`src/rtl/nibble_demux_pkg.sv`:
```
// Shared types and default widths for the nibble demultiplexer.
package nibble_demux_pkg;

    // Per-channel holding register state.
    typedef enum logic {
        CH_EMPTY = 1'b0,
        CH_FULL  = 1'b1
    } ch_state_e;

    localparam int unsigned DEF_WIDTH   = 4;
    localparam int unsigned DEF_NUM_OUT = 4;
    localparam int unsigned STAT_W      = 8;

endpackage

```
`src/rtl/nibble_demux_slot.sv`:
```
// One-entry holding register with valid/ready handshake for a single output channel.
// Optional drain counter when DEMUX_STATS_EN is defined.
module nibble_demux_slot
    import nibble_demux_pkg::*;
#(
    parameter int unsigned WIDTH = DEF_WIDTH
) (
    input  logic             clock,
    input  logic             reset,
    input  logic             load,
    input  logic [WIDTH-1:0] in_data,
    input  logic             out_ready,
`ifdef DEMUX_STATS_EN
    output logic [STAT_W-1:0] stat_count,
`endif
    output logic             ready_c,
    output logic             out_valid,
    output logic [WIDTH-1:0] out_data
);

    ch_state_e state;
    logic      drain;

    // Free slot, or a full slot that empties this cycle, can take a word.
    assign drain     = (state == CH_FULL) && out_ready;
    assign ready_c   = (state == CH_EMPTY) || out_ready;
    assign out_valid = (state == CH_FULL);

    // Load wins over drain so a pass-through keeps the channel full.
    always_ff @(posedge clock) begin
        if (reset) begin
            state    <= CH_EMPTY;
            out_data <= '0;
        end else if (load) begin
            state    <= CH_FULL;
            out_data <= in_data;
        end else if (drain) begin
            state    <= CH_EMPTY;
        end
    end

`ifdef DEMUX_STATS_EN
    // Count words leaving the channel; wraps naturally.
    always_ff @(posedge clock) begin
        if (reset) begin
            stat_count <= '0;
        end else if (drain) begin
            stat_count <= stat_count + STAT_W'(1);
        end
    end
`endif

endmodule

```
`src/rtl/nibble_demux.sv`:
```
// 1-to-NUM_OUT demultiplexer with per-channel one-entry buffers.
// Define DEMUX_STATS_EN to add per-channel drain counters on stat_count.
module nibble_demux
    import nibble_demux_pkg::*;
#(
    parameter int unsigned WIDTH   = DEF_WIDTH,
    parameter int unsigned NUM_OUT = DEF_NUM_OUT,
    parameter int unsigned SEL_W   = $clog2(NUM_OUT)
) (
    input  logic                     clock,
    input  logic                     reset,
    input  logic                     in_valid,
    output logic                     in_ready,
    input  logic [WIDTH-1:0]         in_data,
    input  logic [SEL_W-1:0]         in_sel,
    output logic [NUM_OUT-1:0]       out_valid,
    input  logic [NUM_OUT-1:0]       out_ready,
    output logic [NUM_OUT*WIDTH-1:0] out_data,
`ifdef DEMUX_STATS_EN
    output logic [NUM_OUT*STAT_W-1:0] stat_count,
`endif
    output logic                     sel_err
);

    localparam int unsigned SEL_SPAN = 1 << SEL_W;

    logic [NUM_OUT-1:0]  slot_ready;
    logic [NUM_OUT-1:0]  load;
    logic [SEL_SPAN-1:0] ready_pad;
    logic                sel_oor;

    // Unused index codes read as ready so out-of-range words are swallowed.
    always_comb begin
        ready_pad                = '1;
        ready_pad[NUM_OUT-1:0]   = slot_ready;
    end

    assign in_ready = ready_pad[in_sel];

    // Out-of-range detection only exists when NUM_OUT leaves spare codes.
    generate
        if (NUM_OUT == SEL_SPAN) begin : g_no_oor
            assign sel_oor = 1'b0;
        end else begin : g_oor
            assign sel_oor = (in_sel >= SEL_W'(NUM_OUT));
        end
    endgenerate

    // One holding slot per output channel.
    generate
        for (genvar i = 0; i < NUM_OUT; i++) begin : g_slot
            assign load[i] = in_valid && slot_ready[i] && (in_sel == SEL_W'(i));

            nibble_demux_slot #(
                .WIDTH (WIDTH)
            ) u_slot (
                .clock      (clock),
                .reset      (reset),
                .load       (load[i]),
                .in_data    (in_data),
                .out_ready  (out_ready[i]),
`ifdef DEMUX_STATS_EN
                .stat_count (stat_count[i*STAT_W +: STAT_W]),
`endif
                .ready_c    (slot_ready[i]),
                .out_valid  (out_valid[i]),
                .out_data   (out_data[i*WIDTH +: WIDTH])
            );
        end
    endgenerate

    // Sticky flag for accepted out-of-range indices.
    always_ff @(posedge clock) begin
        if (reset) begin
            sel_err <= 1'b0;
        end else if (in_valid && sel_oor) begin
            sel_err <= 1'b1;
        end
    end

endmodule

```
`config.mk`:
```
export PLATFORM = sky130hd
export DESIGN_NAME = nibble_demux
export DESIGN_NICKNAME = d
export VERILOG_FILES = /design/src/rtl/nibble_demux_pkg.sv /design/src/rtl/nibble_demux_slot.sv /design/src/rtl/nibble_demux.sv
export SDC_FILE = /design/constraint.sdc
export NUM_CORES = 1
export LEC_CHECK = 0
export CAP_MARGIN = 20
export CORE_UTILIZATION = 58
export CTS_CLUSTER_DIAMETER = 80
export DETAILED_ROUTE_END_ITERATION = 7
export DONT_BUFFER_PORTS = 1
export GPL_TIMING_DRIVEN = 1
export PLACE_DENSITY_LB_ADDON = 0.08
export SLEW_MARGIN = 5
export SYNTH_ARGS = -nofsm -noshare
export SYNTH_HDL_FRONTEND = slang
export SYNTH_SLANG_ARGS = --single-unit
export TNS_END_PERCENT = 30
```
`constraint.sdc`:
```
create_clock -name clock -period 2.3 [get_ports clock]
set_input_delay 0.345 -clock clock [delete_from_list [all_inputs] [get_ports clock]]
set_output_delay 0.345 -clock clock [all_outputs]
set_load 0.02 [all_outputs]
```
==> results of run 1 <==
-- placed cells by master (no fill, tap or decap) --
master and instances:
nand2b_1 24, dfxtp_1 20, mux2i_1 16, a21oi_1 4
clkbuf_4 3, nand2_1 2, mux4_2 1, nor2b_1 1
nor3_2 1, nor3b_1 1, nand4b_1 1, nand4_1 1
or3_1 1, conb_1 1, clkbuf_8 1
-- worst paths after layout --
path / endpoint / slack [ps] / depth (start not counted)
min reg2reg: g_slot[2].u_slot.out_data[2]$_SDFFE_PP0P_ / 580 / 2
min: g_slot[3].u_slot.out_valid$_SDFFE_PP0P_ / 100 / 1
max: in_ready / 510 / 2
max reg2reg: g_slot[2].u_slot.out_data[3]$_SDFFE_PP0P_ / 1090 / 3
-- metal layers --
layer / up-vias / share of wire
li1: 260 / -
met4: 0 / 0.010
met2: 22 / 0.45
met3: 2 / 0.071
met1: 238 / 0.47
met5: - / 0
-- kinds of logic (layout without fill, tap and decap cells) --
kind of cell | after synthesis | count (layout) | share of synthesized area
mux | 17 | 17 | 0.213
other cells | 1 | 1 | 0.00436
buf+inv | 8 | 4 | 0.0582
compound gates | 4 | 4 | 0.0233
flops | 20 | 20 | 0.466
simple gates | 32 | 32 | 0.236
-- state kept, by name, summed over array words and instances (netlist names) --
name                     cells
g_slot.u_slot.out_valid      4
g_slot.u_slot.out_data      16
-- metrics by stage --
stage,setup WS (ps),cell area [um^2],power [mW]
finish,512,865,0.621
CTS,505,865,0.625
detailed placement,850,828,0.429
global route,415,865,0.644
floorplan,924,860,0.432
global placement,853,828,0.429
-- critical path: stages (launching register included) --
cell and delay, ps:
dfxtp_1 460, nand2b_1 130, mux4_2 560
-- power groups by stage --
stage          logic (mW)  registers [mW]  clock network (mW)
2_1_floorplan      0.0476           0.384                   0
3_3_place_gp       0.0389           0.390                   0
3_5_place_dp       0.0396           0.390                   0
4_1_cts            0.0399           0.382               0.204
5_1_grt            0.0429           0.384               0.217
6_report           0.0392           0.381               0.200
-- cell type report --
class	instances	area, um^2
fillers	113	469
clock buffers	4	36.3
flip-flops and latches	20	400
well taps	15	18.8
multi-input cells	54	409
==> run summary, run 1 <==
status: complete, no violations
DIE HEIGHT: 40.5 um
worst hold path type: in2reg
Sw Share: 0.233
grt total ovfl: 0
first drt pass iteration count: 3
EDFF count, synth: 0
Final min period: 1790 ps
DRT Wirelength: 1350 um
Post-synth top cells: nand2b_1 (24), dfxtp_1 (20), mux2i_1 (16)
P_int: 476 uW
H-Tree Depth: 1
Setup Buffers After CTS: 0
final period utilization: 0.777
top cells by area, synth: dfxtp_1 (47%), mux2i_1 (19%), nand2b_1 (17%)
Iter 0 DRT Violations: 5
GR Util met1: 0.231
first-pass GRT wire length: 1790 um
worst setup path startpoint: g_slot[3].u_slot.out_valid$_SDFFE_PP0P_
Max Slew Vio Count: 0
Critical Path RT: 1960 ps
part of the Yosys area used for sequential elements: 0.466
Syn. warnings: 0
# port buffers: 0
Final setup viols: 0
Routed wire per std cell: 14.5 um
flops & latches, synth: 20
Clock power frac: 0.322
Via density: 5.61
Hold Crit Start: reset
syn nets: 95
deepest clock path buffer count: 2
core area: 0.00133 mm^2
vias in the first global route: 411
setup TNS: 0 ps
Psw: 145 uW
Fin. Hold Viols: 0
gp weighted congestion: 0.694
ANT nets after route: 0
layer with the highest usage: met2
Post-Syn Instances: 82
RSZ-0062 raised after global routing: no
GRT Resource Usage Total: 0.174
HPWL Detailed: 953 um
WHS: 97.8 ps
Finished Layout Cells: 93
post-synth top area cell: dfxtp_1
CP Capture Type: primary output
fin nets: 92
met3 Use GR: 0.0556
Flop pwr share: 0.615
clock skew: 8.04 ps
fmax: 0.559 GHz
Distinct cells, synth: 16
top-area cell type share of the netlist area: 0.466
Root Buffer: clkbuf_4
Logic pwr share: 0.063
CP Max Fanout: 3
Initial Utilization: 0.644
DIE AREA: 0.00164 mm^2
Area Growth Syn to Fin: 0.582%
GR Layer Usage met2: 0.242
count leader, synth: nand2b_1
PwrDens: 718 mW/mm^2
Reg2Reg Launch Point: g_slot[2].u_slot.out_valid$_SDFFE_PP0P_
Syn Std Cell Area: 860 um^2
Async S/R FF share, synth: 0
CTS clock-pin slew for the worst setup and hold paths: 110 ps
largest net degree at the start of global routing: 25
row cnt: 13
initial antenna violation count: 0
dominant synthesized flop cell: dfxtp_1
die width: 40.5 um
Clk Latency, worst-skew pair: 300 ps
clock sink count: 20
TritonCTS Buffers: 3
CTS tree: yes
Pleak: 0.373 nW
syn avg cell area: 10.5 um^2
antenna cells: 0
# IOs: 35
element type at the critical path start: flip-flop
Resized cells post-CTS: 0
Max VDD drop: 446 uV
hold buffers post-CTS: 0
Setup Crit Path Kind: reg2out
DRC Markers: 0
via count: 522
crit path DAT: 1440 ps
Inst Count DP: 89
layout cells sized above 1: 0.0769
MaxCap Viol Count: 0
utilization after layout: 0.648
Note: power is estimated with default switching activity, not from simulation.
==> run 2: changes to the inputs <==
clock period = 1.9 ns   (was 2.3 ns; I/O delays follow)
==> run 2 against run 1 <==
Against the previous run: first-iteration DRC count is 60% higher; design area stayed put; clock-buffer cell count stayed put; largest power group unchanged; non-clock buffer count stayed put; global-route usage is 0.11 points higher; clock skew is 3.5 ps lower; clock power is 20% higher.
==> run summary, run 2 (same netlist as run 1, synthesis figures left out) <==
Buffers & Inverters on Critical Path: 0 (unchanged)
P_int: 576 uW (+21%)
Multi-input gate area: 409 um^2 (unchanged)
FILL cells: 113 (unchanged)
RSZ-0062 raised after global routing: no
CP Max Fanout: 3 (unchanged)
Iter 0 DRT Violations: 8 (+3)
worst path cell trace: nand2b_1 -> mux4_2
Flop pwr share: 0.615 (about the same)
final period utilization: 0.908
# port buffers: 0 (unchanged)
H-Tree Depth: 1 (unchanged)
Finished Layout Cells: 93 (unchanged)
status: complete, no violations
CTS tree: yes
cell family with most CP delay: multiplexers
commonest non-fill, non-tap cell in the layout: nand2b_1
fin nets: 92 (unchanged)
Logic pwr share: 0.063 (about the same)
GRT Resource Usage Total: 0.175 (+0.00115)
HPWL Detailed: 955 um (+0.28%)
clock skew: 4.56 ps (-3.48 ps)
deepest clock path buffer count: 2 (unchanged)
ANT nets after route: 0 (unchanged)
DRT Wirelength: 1350 um (about the same)
Fin. Hold Viols: 0 (unchanged)
Max VDD drop: 544 uV (+22%)
pre-CTS setup slack: 510 ps (-340 ps)
Crit path largest cell delay: 560 ps (about the same)
Setup Crit Path Kind: reg2out
row cnt: 13 (unchanged)
Initial Utilization: 0.644 (unchanged)
# IOs: 35 (unchanged)
initial antenna violation count: 0 (unchanged)
Pleak: 0.373 nW (unchanged)
Final WS setup: 176 ps (-337 ps)
Max Slew Vio Count: 0 (unchanged)
layout cells sized above 1: 0.0769 (unchanged)
post-place instance area: 828 um^2 (unchanged)
core area: 0.00133 mm^2 (unchanged)
Final setup viols: 0 (unchanged)
worst hold path type: in2reg
crit path DAT: 1440 ps (about the same)
Final Power: 751 uW (+21%)
DRC Markers: 0 (unchanged)
Via density: 5.55 (-1.1%)
Clock power frac: 0.322 (about the same)
Routed wire per std cell: 14.5 um (about the same)
largest net degree at the start of global routing: 25 (unchanged)
first drt pass iteration count: 4 (+1)
TritonCTS Buffers: 3 (unchanged)
clock sink count: 20 (unchanged)
die width: 40.5 um (unchanged)
PwrDens: 868 mW/mm^2 (+21%)
max reg flops: 16 (unchanged)
Resized cells post-CTS: 0 (unchanged)
Root Buffer: clkbuf_4
first-pass GRT wire length: 1790 um (+0.39%)
element type at the critical path start: flip-flop
grt total ovfl: 0 (unchanged)
fmax: 0.580 GHz
Largest Register: g_slot.u_slot.out_data
vias in the first global route: 409 (-0.49%)
MaxCap Viol Count: 0 (unchanged)
hold buffers post-CTS: 0 (unchanged)
CTS clock-pin slew for the worst setup and hold paths: 110 ps (about the same)
Crit-path slowest cell: mux4_2
Psw: 174 uW (+20%)
utilization after layout: 0.648 (unchanged)
Area Growth Syn to Fin: 0.582% (unchanged)
setup TNS: 0 ps (unchanged)
FF/Latch Area: 400 um^2 (unchanged)
Sw Share: 0.232 (-0.000879)
via count: 516 (-1.1%)
Final min period: 1720 ps
Inst Count DP: 89 (unchanged)
WHS: 40.0 ps (-57.8 ps)
Clk Latency, worst-skew pair: 290 ps (about the same)
most frequent cells in the layout: nand2b_1 (24), dfxtp_1 (20), mux2i_1 (16), a21oi_1 (4), clkbuf_4 (3)
Critical Path RT: 1620 ps (-340 ps)
Setup Buffers After CTS: 0 (unchanged)
DIE HEIGHT: 40.5 um (unchanged)
DIE AREA: 0.00164 mm^2 (unchanged)
CP Capture Type: primary output
gp weighted congestion: 0.694 (unchanged)
antenna cells: 0 (unchanged)
final instance area: 865 um^2 (unchanged)
## run 2: cell counts in the layout (fill, tap and decap cells not counted)
Identical to the previous run, type by type.
## run 2: worst paths after layout
kind,startpoint,endpoint,cells past startpoint,slack (ps)
setup reg to reg,g_slot[2].u_slot.out_valid$_SDFFE_PP0P_,g_slot[2].u_slot.out_data[3]$_SDFFE_PP0P_,3,680
hold reg to reg,g_slot[2].u_slot.out_data[0]$_SDFFE_PP0P_,g_slot[2].u_slot.out_data[0]$_SDFFE_PP0P_,2,580
setup / recovery,g_slot[3].u_slot.out_valid$_SDFFE_PP0P_,in_ready,2,180
hold / removal,reset,g_slot[3].u_slot.out_valid$_SDFFE_PP0P_,1,40
## run 2: metal layers
| layer | wire length (um) | vias to the layer above | share of wire | global-route usage |
|---|---|---|---|---|
| met5 | 0 | - | 0 | 0 |
| met1 | 636 | 232 | 0.47 | 0.235 |
| met4 | 14 | 0 | 0.010 | 0.100 |
| li1 | - | 258 | - | - |
| met2 | 595 | 24 | 0.44 | 0.242 |
| met3 | 103 | 2 | 0.076 | 0.0556 |
## run 2: layout make-up
cell class,count,area share
flip-flops and latches,20,0.463
multi-input cells,54,0.473
well taps,15,0.0217
clock buffers,4,0.0420
## run 2: power by group through the flow
stage | logic [mW] | clock network [mW] | registers (mW)
3_5_place_dp | 0.0479 | 0 | 0.472
2_1_floorplan | 0.0577 | 0 | 0.465
3_3_place_gp | 0.0471 | 0 | 0.472
4_1_cts | 0.0482 | 0.247 | 0.462
5_1_grt | 0.0520 | 0.263 | 0.464
6_report | 0.0473 | 0.241 | 0.462
==> run 3: changes to the inputs <==
CORE_MARGIN = 4   (was default)
CORE_UTILIZATION = 40   (was 58)
SYNTH_HIERARCHICAL = 1   (was default)
==> run 3 against run 2 <==
Against the previous run: design area is 6.8% lower; sequential cell count unchanged; utilization fell by 21 points; combinational power fell by 9.7%; non-clock buffer count unchanged; sequential share of layout area is 3.4 points higher; via count shrank 6.0%; largest power group unchanged; maximum frequency about the same; synthesized area decreased by 6.4%; synthesized cell count decreased by 8.5%.
==> run summary, run 3 <==
status: complete, no violations
Routed wire per std cell: 15.8 um (+8.9%)
largest net degree at the start of global routing: 21 (-16%)
layout cells sized above 1: 0.110 (+0.0327)
crit path DAT: 1440 ps (about the same)
core area: 0.00182 mm^2 (+36%)
GRT Resource Usage Total: 0.122 (-0.0526)
Resized cells post-CTS: 0 (unchanged)
HPWL Detailed: 1120 um (+17%)
EDFF count, synth: 0 (unchanged)
element type at the critical path start: flip-flop
max reg flops: 16 (unchanged)
Root Buffer: clkbuf_4
Final setup viols: 0 (unchanged)
H-Tree Depth: 1 (unchanged)
syn nets: 88 (-7.4%)
Flop pwr share: 0.664 (+0.049)
top-area cell type share of the netlist area: 0.498 (+0.0319)
DRC Markers: 0 (unchanged)
Async S/R FF share, synth: 0 (unchanged)
post-synthesis mux area share: 0.227 (+0.0145)
Sw Share: 0.238 (+0.00576)
die width: 52.8 um (+30%)
grt total ovfl: 0 (unchanged)
fmax: 0.579 GHz (about the same)
Distinct cells, synth: 13 (-3)
RSZ-0062 raised after global routing: no
first-pass GRT wire length: 2380 um (+33%)
Post-Syn Instances: 75 (-8.5%)
WHS: 51.2 ps (+11.1 ps)
DIE HEIGHT: 52.8 um (+30%)
CTS tree: yes
clock skew: 0.892 ps (-3.67 ps)
DIE AREA: 0.00279 mm^2 (+70%)
Pleak: 0.284 nW (-24%)
flops & latches, synth: 20 (unchanged)
Setup Crit Path Kind: reg2out
simple-gate area share of the yosys netlist: 0.162 (-0.0741)
Clock power frac: 0.275 (-0.047)
Largest Register: g_slot.u_slot/out_data
syn avg cell area: 10.7 um^2 (+2.3%)
row cnt: 15 (+2)
clock sink count: 20 (unchanged)
deepest clock path buffer count: 2 (unchanged)
Final min period: 1730 ps (+1.66 ps)
worst hold path type: in2reg
combinational family with the most area after synthesis: multiplexers
top cells by area, synth: dfxtp_1 (50%), mux2i_1 (20%), nor2_1 (7.5%)
count leader, synth: dfxtp_1
gp weighted congestion: 0.552 (-21%)
Max VDD drop: 495 uV (-8.9%)
MaxCap Viol Count: 0 (unchanged)
ANT nets after route: 0 (unchanged)
Fin. Hold Viols: 0 (unchanged)
most frequent cells in the layout: dfxtp_1 (20), mux2i_1 (16), nor2_1 (16)
initial antenna violation count: 0 (unchanged)
vias in the first global route: 527 (+29%)
DRT Wirelength: 1550 um (+15%)
fin nets: 88 (-4.3%)
Psw: 165 uW (-5.1%)
Syn Std Cell Area: 805 um^2 (-6.4%)
FF/Latch Area: 400 um^2 (unchanged)
Post-synth top cells: dfxtp_1 (20), mux2i_1 (16), nor2_1 (16)
hold buffers post-CTS: 0 (unchanged)
FILL cells: 187 (+65%)
Syn. warnings: 6 (+6)
Via density: 4.95 (-11%)
Clk Latency, worst-skew pair: 290 ps (about the same)
setup TNS: 0 ps (unchanged)
Synth Area in Compound Gates: 0.0249 (+0.00159)
Critical Path RT: 1620 ps (about the same)
final period utilization: 0.908 (about the same)
Area Growth Syn to Fin: 0.155%
via count: 485 (-6.0%)
Iter 0 DRT Violations: 14 (+6)
Max Slew Vio Count: 0 (unchanged)
commonest non-fill, non-tap cell in the layout: dfxtp_1
post-synth top area cell: dfxtp_1
dominant synthesized flop cell: dfxtp_1
TritonCTS Buffers: 3 (unchanged)
Initial Utilization: 0.442 (-0.203)
first drt pass iteration count: 6 (+2)
Setup Buffers After CTS: 0 (unchanged)
Adder-Cell Fraction of Synth Area: 0 (unchanged)
CP Capture Type: primary output
Multi-input gate area: 337 um^2 (-18%)
PwrDens: 862 mW/mm^2 (-0.68%)
Logic pwr share: 0.062 (about the same)
# IOs: 35 (unchanged)
Synth Area in XOR/XNOR: 0 (unchanged)
# port buffers: 0 (unchanged)
part of the Yosys area used for sequential elements: 0.498 (+0.0319)
P_int: 530 uW (-8.1%)
CP Max Fanout: 3 (unchanged)
antenna cells: 0 (unchanged)
CTS clock-pin slew for the worst setup and hold paths: 100 ps (about the same)
## run 3: through the flow
step                      setup WS, ps  utilization  power, mW  instance area, um^2  cells
after floorplan                    550            -      0.515                  805     75
after global placement             500        0.430      0.514                  783     95
after detailed placement           482        0.430      0.514                  783     95
after CTS                          142        0.443      0.708                  806     98
after global routing               100        0.443      0.729                  806     98
final                              174        0.443      0.695                  806     98
## run 3: cells by family (layout without fill, tap and decap cells)
group / after synthesis / after routing
AOI/OAI and AO/OA: 4 / 4
DFF: 20 / 20
muxes: 17 / 17
other: 1 / 1
buffers and inverters: 9 / 7
and+or+nand+nor: 24 / 24
## run 3: area by class of cell
cell class,instances,area share
tap,25,0.0388
clock buffer,3,0.0280
inverter,4,0.0186
sequential,20,0.497
multi-input combinational,46,0.418
## run 3: power by group through the flow
stage | registers [mW] | logic (mW) | clock network (mW)
2_1_floorplan | 0.469 | 0.0463 | 0
3_3_place_gp | 0.471 | 0.0422 | 0
3_5_place_dp | 0.471 | 0.0430 | 0
4_1_cts | 0.462 | 0.0431 | 0.203
5_1_grt | 0.463 | 0.0481 | 0.218
6_report | 0.461 | 0.0427 | 0.191
## run 3: routing by layer
layer / GRT usage / wire length [um] / up-vias
met5: 0 / 0 / -
met4: 0.0638 / 10 / 0
met3: 0.0513 / 162 / 2
met2: 0.182 / 715 / 25
met1: 0.148 / 660 / 214
li1: - / - / 244
## run 3: final timing paths
kind | from | slack (ps) | to | cells after the start
worst max register to register | g_slot[0].u_slot/out_valid$_SDFFE_PP0P_ | 630 | g_slot[0].u_slot/out_data[3]$_SDFFE_PP0P_ | 4
worst min register to register | g_slot[2].u_slot/out_data[1]$_SDFFE_PP0P_ | 610 | g_slot[2].u_slot/out_data[1]$_SDFFE_PP0P_ | 2
worst min-delay path | reset | 50 | g_slot[2].u_slot/out_data[2]$_SDFFE_PP0P_ | 1
worst max-delay path | g_slot[2].u_slot/out_valid$_SDFFE_PP0P_ | 170 | in_ready | 2
## run 3: worst max-delay path: stages, from the launching register on
cell and delay, ps:
dfxtp_1 460, nand2b_1 140, mux4_2 560
